**src/rtl/mod_147_3_7_hb_gen.sv**
```systemverilog
// Heartbeat generator: hb_timer / hb_send_timer cycle counters and heartbeat-request FSM.
// Optional macro HB_COUNT_EN adds a saturating 16-bit count of completed heartbeats (hb_count).
//
// state    | meaning
// DISABLED | heartbeat function off, counters held at zero
// WAIT_HB  | hb_timer counting idle cycles; traffic restarts it
// SEND_HB  | heartbeat window open, hb_send_timer counting
module mod_147_3_7_hb_gen #(
  parameter int HB_CYCLES      = 1250000,
  parameter int HB_SEND_CYCLES = 50,
  parameter int CNT_W          = 21
) (
  input  logic        clk,
  input  logic        reset_n,
  input  logic        hb_enable,
  input  logic        tx_active,
  output logic        hb_send,
  output logic        hb_timer_done,
  output logic        hb_timer_not_done,
  output logic        hb_send_timer_done,
  output logic        hb_send_timer_not_done
`ifdef HB_COUNT_EN
  ,
  output logic [15:0] hb_count
`endif
);

  typedef enum logic [1:0] {
    DISABLED = 2'd0,
    WAIT_HB  = 2'd1,
    SEND_HB  = 2'd2
  } state_t;

  localparam logic [CNT_W-1:0] HB_LAST   = CNT_W'(HB_CYCLES - 1);
  localparam logic [CNT_W-1:0] SEND_LAST = CNT_W'(HB_SEND_CYCLES - 1);
  localparam logic [CNT_W-1:0] CNT_ONE   = CNT_W'(1);

  state_t           state, state_nxt;
  logic [CNT_W-1:0] hb_cnt, hb_cnt_nxt;
  logic [CNT_W-1:0] send_cnt, send_cnt_nxt;
  logic             send_nxt;
  logic             timer_done_nxt;
  logic             timer_not_done_nxt;
  logic             send_done_nxt;
  logic             send_not_done_nxt;

  always_ff @(posedge clk or negedge reset_n) begin
    if (!reset_n) begin
      state                  <= DISABLED;
      hb_cnt                 <= '0;
      send_cnt               <= '0;
      hb_send                <= 1'b0;
      hb_timer_done          <= 1'b0;
      hb_timer_not_done      <= 1'b0;
      hb_send_timer_done     <= 1'b0;
      hb_send_timer_not_done <= 1'b0;
    end else begin
      state                  <= state_nxt;
      hb_cnt                 <= hb_cnt_nxt;
      send_cnt               <= send_cnt_nxt;
      hb_send                <= send_nxt;
      hb_timer_done          <= timer_done_nxt;
      hb_timer_not_done      <= timer_not_done_nxt;
      hb_send_timer_done     <= send_done_nxt;
      hb_send_timer_not_done <= send_not_done_nxt;
    end
  end

  // Output flops are loaded from the next-state view so every output is a register.
  always_comb begin
    state_nxt          = state;
    hb_cnt_nxt         = hb_cnt;
    send_cnt_nxt       = send_cnt;
    send_nxt           = 1'b0;
    timer_done_nxt     = 1'b0;
    timer_not_done_nxt = 1'b0;
    send_done_nxt      = 1'b0;
    send_not_done_nxt  = 1'b0;

    if (!hb_enable) begin
      state_nxt    = DISABLED;
      hb_cnt_nxt   = '0;
      send_cnt_nxt = '0;
    end else begin
      case (state)
        DISABLED: begin
          state_nxt          = WAIT_HB;
          hb_cnt_nxt         = '0;
          send_cnt_nxt       = '0;
          timer_not_done_nxt = 1'b1;
        end
        WAIT_HB: begin
          timer_not_done_nxt = 1'b1;
          if (tx_active) begin
            hb_cnt_nxt = '0;
          end else if (hb_cnt == HB_LAST) begin
            state_nxt          = SEND_HB;
            hb_cnt_nxt         = '0;
            send_cnt_nxt       = '0;
            send_nxt           = 1'b1;
            timer_done_nxt     = 1'b1;
            timer_not_done_nxt = 1'b0;
            send_not_done_nxt  = 1'b1;
          end else begin
            hb_cnt_nxt = hb_cnt + CNT_ONE;
          end
        end
        SEND_HB: begin
          // tx_active is deliberately ignored: a started heartbeat always completes.
          if (send_cnt == SEND_LAST) begin
            state_nxt          = WAIT_HB;
            hb_cnt_nxt         = '0;
            send_cnt_nxt       = '0;
            send_done_nxt      = 1'b1;
            timer_not_done_nxt = 1'b1;
          end else begin
            send_cnt_nxt      = send_cnt + CNT_ONE;
            send_nxt          = 1'b1;
            send_not_done_nxt = 1'b1;
          end
        end
        default: begin
          state_nxt    = DISABLED;
          hb_cnt_nxt   = '0;
          send_cnt_nxt = '0;
        end
      endcase
    end
  end

`ifdef HB_COUNT_EN
  // Survives hb_enable=0; only reset clears it.
  always_ff @(posedge clk or negedge reset_n) begin
    if (!reset_n) begin
      hb_count <= 16'h0000;
    end else if (send_done_nxt && (hb_count != 16'hFFFF)) begin
      hb_count <= hb_count + 16'd1;
    end
  end
`endif

endmodule

```
**config.mk**
```make
export PLATFORM = sky130hd
export DESIGN_NAME = mod_147_3_7_hb_gen
export DESIGN_NICKNAME = d
export VERILOG_FILES = /design/src/rtl/mod_147_3_7_hb_gen.sv
export SDC_FILE = /design/constraint.sdc
export NUM_CORES = 1
export LEC_CHECK = 0
export CORE_ASPECT_RATIO = 0.75
export CORE_MARGIN = 2
export CORE_UTILIZATION = 40
export CTS_BUF_LIST = sky130_fd_sc_hd__clkbuf_16
export CTS_CLUSTER_DIAMETER = 80
export CTS_CLUSTER_SIZE = 20
export DETAILED_ROUTE_END_ITERATION = 7
export HOLD_SLACK_MARGIN = 0.06
export PLACE_DENSITY = 0.58
export SYNTH_ARGS = -nofsm -noshare
export SYNTH_HDL_FRONTEND = slang
export SYNTH_SLANG_ARGS = --single-unit
export TNS_END_PERCENT = 20
```
**constraint.sdc**
```tcl
create_clock -name clk -period 2.2 [get_ports clk]
set_input_delay 0.33 -clock clk [delete_from_list [all_inputs] [get_ports clk]]
set_output_delay 0.33 -clock clk [all_outputs]
set_load 0.005 [all_outputs]
```
==> impl_metrics.tcl <==
set metrics [dict create \
    run_status "finished, final reports clean" \
    synth_seq_area_share_pct 42.48 \
    die_height_um 76.82 \
    crit_path_start_kind "flop" \
    crit_path_max_fanout 15 \
    detailed_place.area_um2 3181 \
    setup_viol 0 \
    detailedPlacementHpwl_um 5148 \
    postRouteAntennaNets 0 \
    fin_ws_ns 0.09234 \
    detail_route.wirelength.met1_um 3808 \
    worst_setup_path_end_kind "flop" \
    totalPowerFinal_mw 2.368 \
    clk_skew_ns 0.005103 \
    first_iter_violations 199 \
    cts.clk_slew.worst_paths_ns 0.07 \
    slew_violations 0 \
    clk_sinks 48 \
    clk_path_buf_depth 2 \
    power_density_nw_per_um2 697.5 \
    cts_tree "done" \
    crit_required_ns 2.37 \
    top_routing_layer_in_use "met4" \
    grt.total_usage_pct 18.82 \
    design.die.area_um2 7765 \
    vias 2523 \
    hp-class "input port to async pin" \
    cellLeakagePower_nw 1.411 \
    io_buffers 8 \
    insertion_delay_ns 0.28 \
    design.core.area_um2 6832 \
    clockRootBuffer "sky130_fd_sc_hd__clkbuf_16" \
    syn_to_final_growth_pct 20.04 \
    worst-slew-pin-transition_ns 0.4674 \
    critPathKind "flop to flop" \
    yosys_warnings 0 \
    largest_net_degree_at_the_start_of_global_routing 49 \
    postSynth.topFlopCell "sky130_fd_sc_hd__dfrtp_1" \
    antenna_cells_inserted 0 \
    post_route_cells_drive_above_1_share_pct 14.78 \
    finish.net_count 356 \
    worstPathArrival_ns 2.27 \
    crit_path_cell_trace "inv_1 -> ha_1 -> nor4bb_1 -> nand3_1 -> o21ba_2 -> buf_4 -> a221o_1" \
    cts_inserted_buffers 5 \
    placementRows 26 \
    synth_area_per_cell_um2 9.063 \
    synthesis.nets 324 \
    critPathSlowestCell "sky130_fd_sc_hd__dfrtp_1" \
    fmax_mhz 474.5 \
    global_route_wire_length_before_repair_um 11670 \
    first_pass_iters 4 \
    layout_min_cycle_time_ns 2.108 \
    wirelength_um 7040 \
    initial_utilization_pct 41.39 \
    drc_errors 0 \
    max_cap_violations 0 \
    netlist_area_um2 2828 \
    die_w_um 101.1 \
    detailed_routed_wire_length_on_met2_um 2689 \
    detail_route_met3_wl_um 511 \
    dp.cells 418 \
    stdcell_count 429 \
    cpPeakStageDelay_ns 0.41 \
    number_of_antenna_violations_at_the_first_check_in_global_routing 0 \
    grt_total_ovfl 0 \
    ys_types 51 \
    ys_seq_elements 48 \
    first_global_vias 2245 \
    layout.cell_area.non_filler_um2 3395 \
    hold_violation_count_in_the_final_report 0 \
    ioPinCount 9 \
    slew-limit-headroom_pct 68.56 \
    post_drt_via_cell_ratio 5.881 \
    async_reset_ff_share_pct 100.0 \
    synth_edf_count 0 \
    grt_setup_unrepaired "true" \
    pre_cts_slack_ns 0.06769 \
    gp_congestion 0.8491 \
    cts.htree.levels 2 \
    final_core_utilization_pct 49.69 \
    synth_cells 312 \
    avgRoutedWirePerCell_um 16.41 \
    min_period_over_period_pct 95.80 \
    irDropWorstVdd_uv 522.8 \
]
kinds of logic after synthesis:
group,share of synthesized area [%]
adder cells (fa/ha/maj),3.540
AO/OA/AOI/OAI,24.29
AND/OR/NAND/NOR,24.38
flip-flops,42.48
multiplexers,0.3982
buffers and inverters,4.911
critical path, delay by kind of cell, from the launching register on:
kind                       cells  cell delay (ns)
and+or+nand+nor                2             0.45
DFF                            1             0.41
adders and majority gates      1             0.13
buffers and inverters          2             0.30
AOI/OAI and AO/OA              2             0.70
Yosys cell counts, types with 4 or more instances:
cell type | number | area (µm²)
sky130_fd_sc_hd__nor3_1 | 12 | 60.06
sky130_fd_sc_hd__o21ai_0 | 6 | 30.03
sky130_fd_sc_hd__and3_1 | 6 | 37.54
sky130_fd_sc_hd__dfrtp_1 | 48 | 1201
sky130_fd_sc_hd__o31ai_1 | 5 | 37.54
sky130_fd_sc_hd__a21oi_1 | 13 | 65.06
sky130_fd_sc_hd__nand4_1 | 12 | 75.07
sky130_fd_sc_hd__o2bb2ai_1 | 10 | 87.58
sky130_fd_sc_hd__nand3_1 | 14 | 70.07
sky130_fd_sc_hd__nor4_1 | 10 | 62.56
sky130_fd_sc_hd__a22o_1 | 20 | 175.2
sky130_fd_sc_hd__inv_1 | 19 | 71.32
sky130_fd_sc_hd__nand2_1 | 19 | 71.32
sky130_fd_sc_hd__nor2b_1 | 5 | 31.28
sky130_fd_sc_hd__ha_1 | 8 | 100.1
sky130_fd_sc_hd__clkbuf_1 | 4 | 15.01
sky130_fd_sc_hd__buf_2 | 6 | 30.03
sky130_fd_sc_hd__nor2_1 | 27 | 101.4
sky130_fd_sc_hd__o21ai_1 | 22 | 110.1
worst paths after layout:
path,depth (start not counted),start,to,slack [ns]
max in group asynchronous,3,reset_n,send_cnt[16]$_DFFE_PN0P_,1.42
max,7,send_cnt[1]$_DFFE_PN0P_,hb_cnt[14]$_DFFE_PN0P_,0.09
max reg2reg,7,send_cnt[1]$_DFFE_PN0P_,hb_cnt[14]$_DFFE_PN0P_,0.09
min reg2reg,1,hb_cnt[19]$_DFFE_PN0P_,hb_cnt[19]$_DFFE_PN0P_,0.55
min in group clk,1,hb_cnt[19]$_DFFE_PN0P_,hb_cnt[19]$_DFFE_PN0P_,0.55
min,3,reset_n,hb_cnt[6]$_DFFE_PN0P_,0.55
power by group:
part | internal, mW | total [mW] | switching (mW)
clock network | 0.534 | 0.863 | 0.329
registers | 0.915 | 0.946 | 0.0305
logic | 0.238 | 0.559 | 0.321
total | 1.69 | 2.37 | 0.680
cell usage in the layout, fill, tap and decap left out, types with 3 or more instances in the layout:
| master | n |
|---|---|
| sky130_fd_sc_hd__a21oi_1 | 13 |
| sky130_fd_sc_hd__a22o_1 | 20 |
| sky130_fd_sc_hd__a22oi_1 | 3 |
| sky130_fd_sc_hd__and3_1 | 6 |
| sky130_fd_sc_hd__buf_12 | 4 |
| sky130_fd_sc_hd__buf_4 | 25 |
| sky130_fd_sc_hd__clkbuf_16 | 5 |
| sky130_fd_sc_hd__clkdlybuf4s50_1 | 7 |
| sky130_fd_sc_hd__dfrtp_1 | 48 |
| sky130_fd_sc_hd__ha_1 | 8 |
| sky130_fd_sc_hd__inv_1 | 19 |
| sky130_fd_sc_hd__nand2_1 | 19 |
| sky130_fd_sc_hd__nand3_1 | 14 |
| sky130_fd_sc_hd__nand4_1 | 12 |
| sky130_fd_sc_hd__nor2_1 | 27 |
| sky130_fd_sc_hd__nor2b_1 | 5 |
| sky130_fd_sc_hd__nor3_1 | 12 |
| sky130_fd_sc_hd__nor4_1 | 10 |
| sky130_fd_sc_hd__o21ai_0 | 6 |
| sky130_fd_sc_hd__o21ai_1 | 22 |
| sky130_fd_sc_hd__o2bb2ai_1 | 10 |
| sky130_fd_sc_hd__o31ai_1 | 5 |
| sky130_fd_sc_hd__or3_1 | 3 |
final cells by class:
| class | instances | area [µm²] |
|---|---|---|
| fillers | 636 | 3437 |
| well taps | 84 | 105.1 |
| repair buffers | 38 | 352.8 |
| clock inverters | 3 | 42.54 |
| clock buffers | 5 | 125.1 |
| flip-flops and latches | 48 | 1201 |
| multi-input cells | 232 | 1496 |
| inverters | 19 | 71.32 |
timing repair:
item                                    in CTS  in global routing
endpoints found under the setup margin       0                 21
gates resized for setup                      0                  3
hold buffers                                 1                  0
endpoints found under the hold margin       48                  0
buffers inserted                             0                  2
flip-flops by register name (all words and copies together) (netlist names):
signal and flops:
hb_send_timer_done 1, hb_timer_not_done 1, hb_timer_done 1, state 2, hb_cnt 21, send_cnt 21
hb_send_timer_not_done 1
metal layers:
layer  track usage [%]  vias up
met5                 0        -
met3             4.102        2
met1             32.66     1202
li1                  -     1236
met2             23.18       83
met4             2.703        0
metrics by stage:
step           hold WS, ns  TNS [ns]
6_report            0.5472         0
5_1_grt             0.5762  -0.02683
4_1_cts             0.5314         0
3_5_place_dp        0.3376         0
3_3_place_gp        0.3381         0
2_1_floorplan      0.03441         0
(Power assumes the default switching activity.)
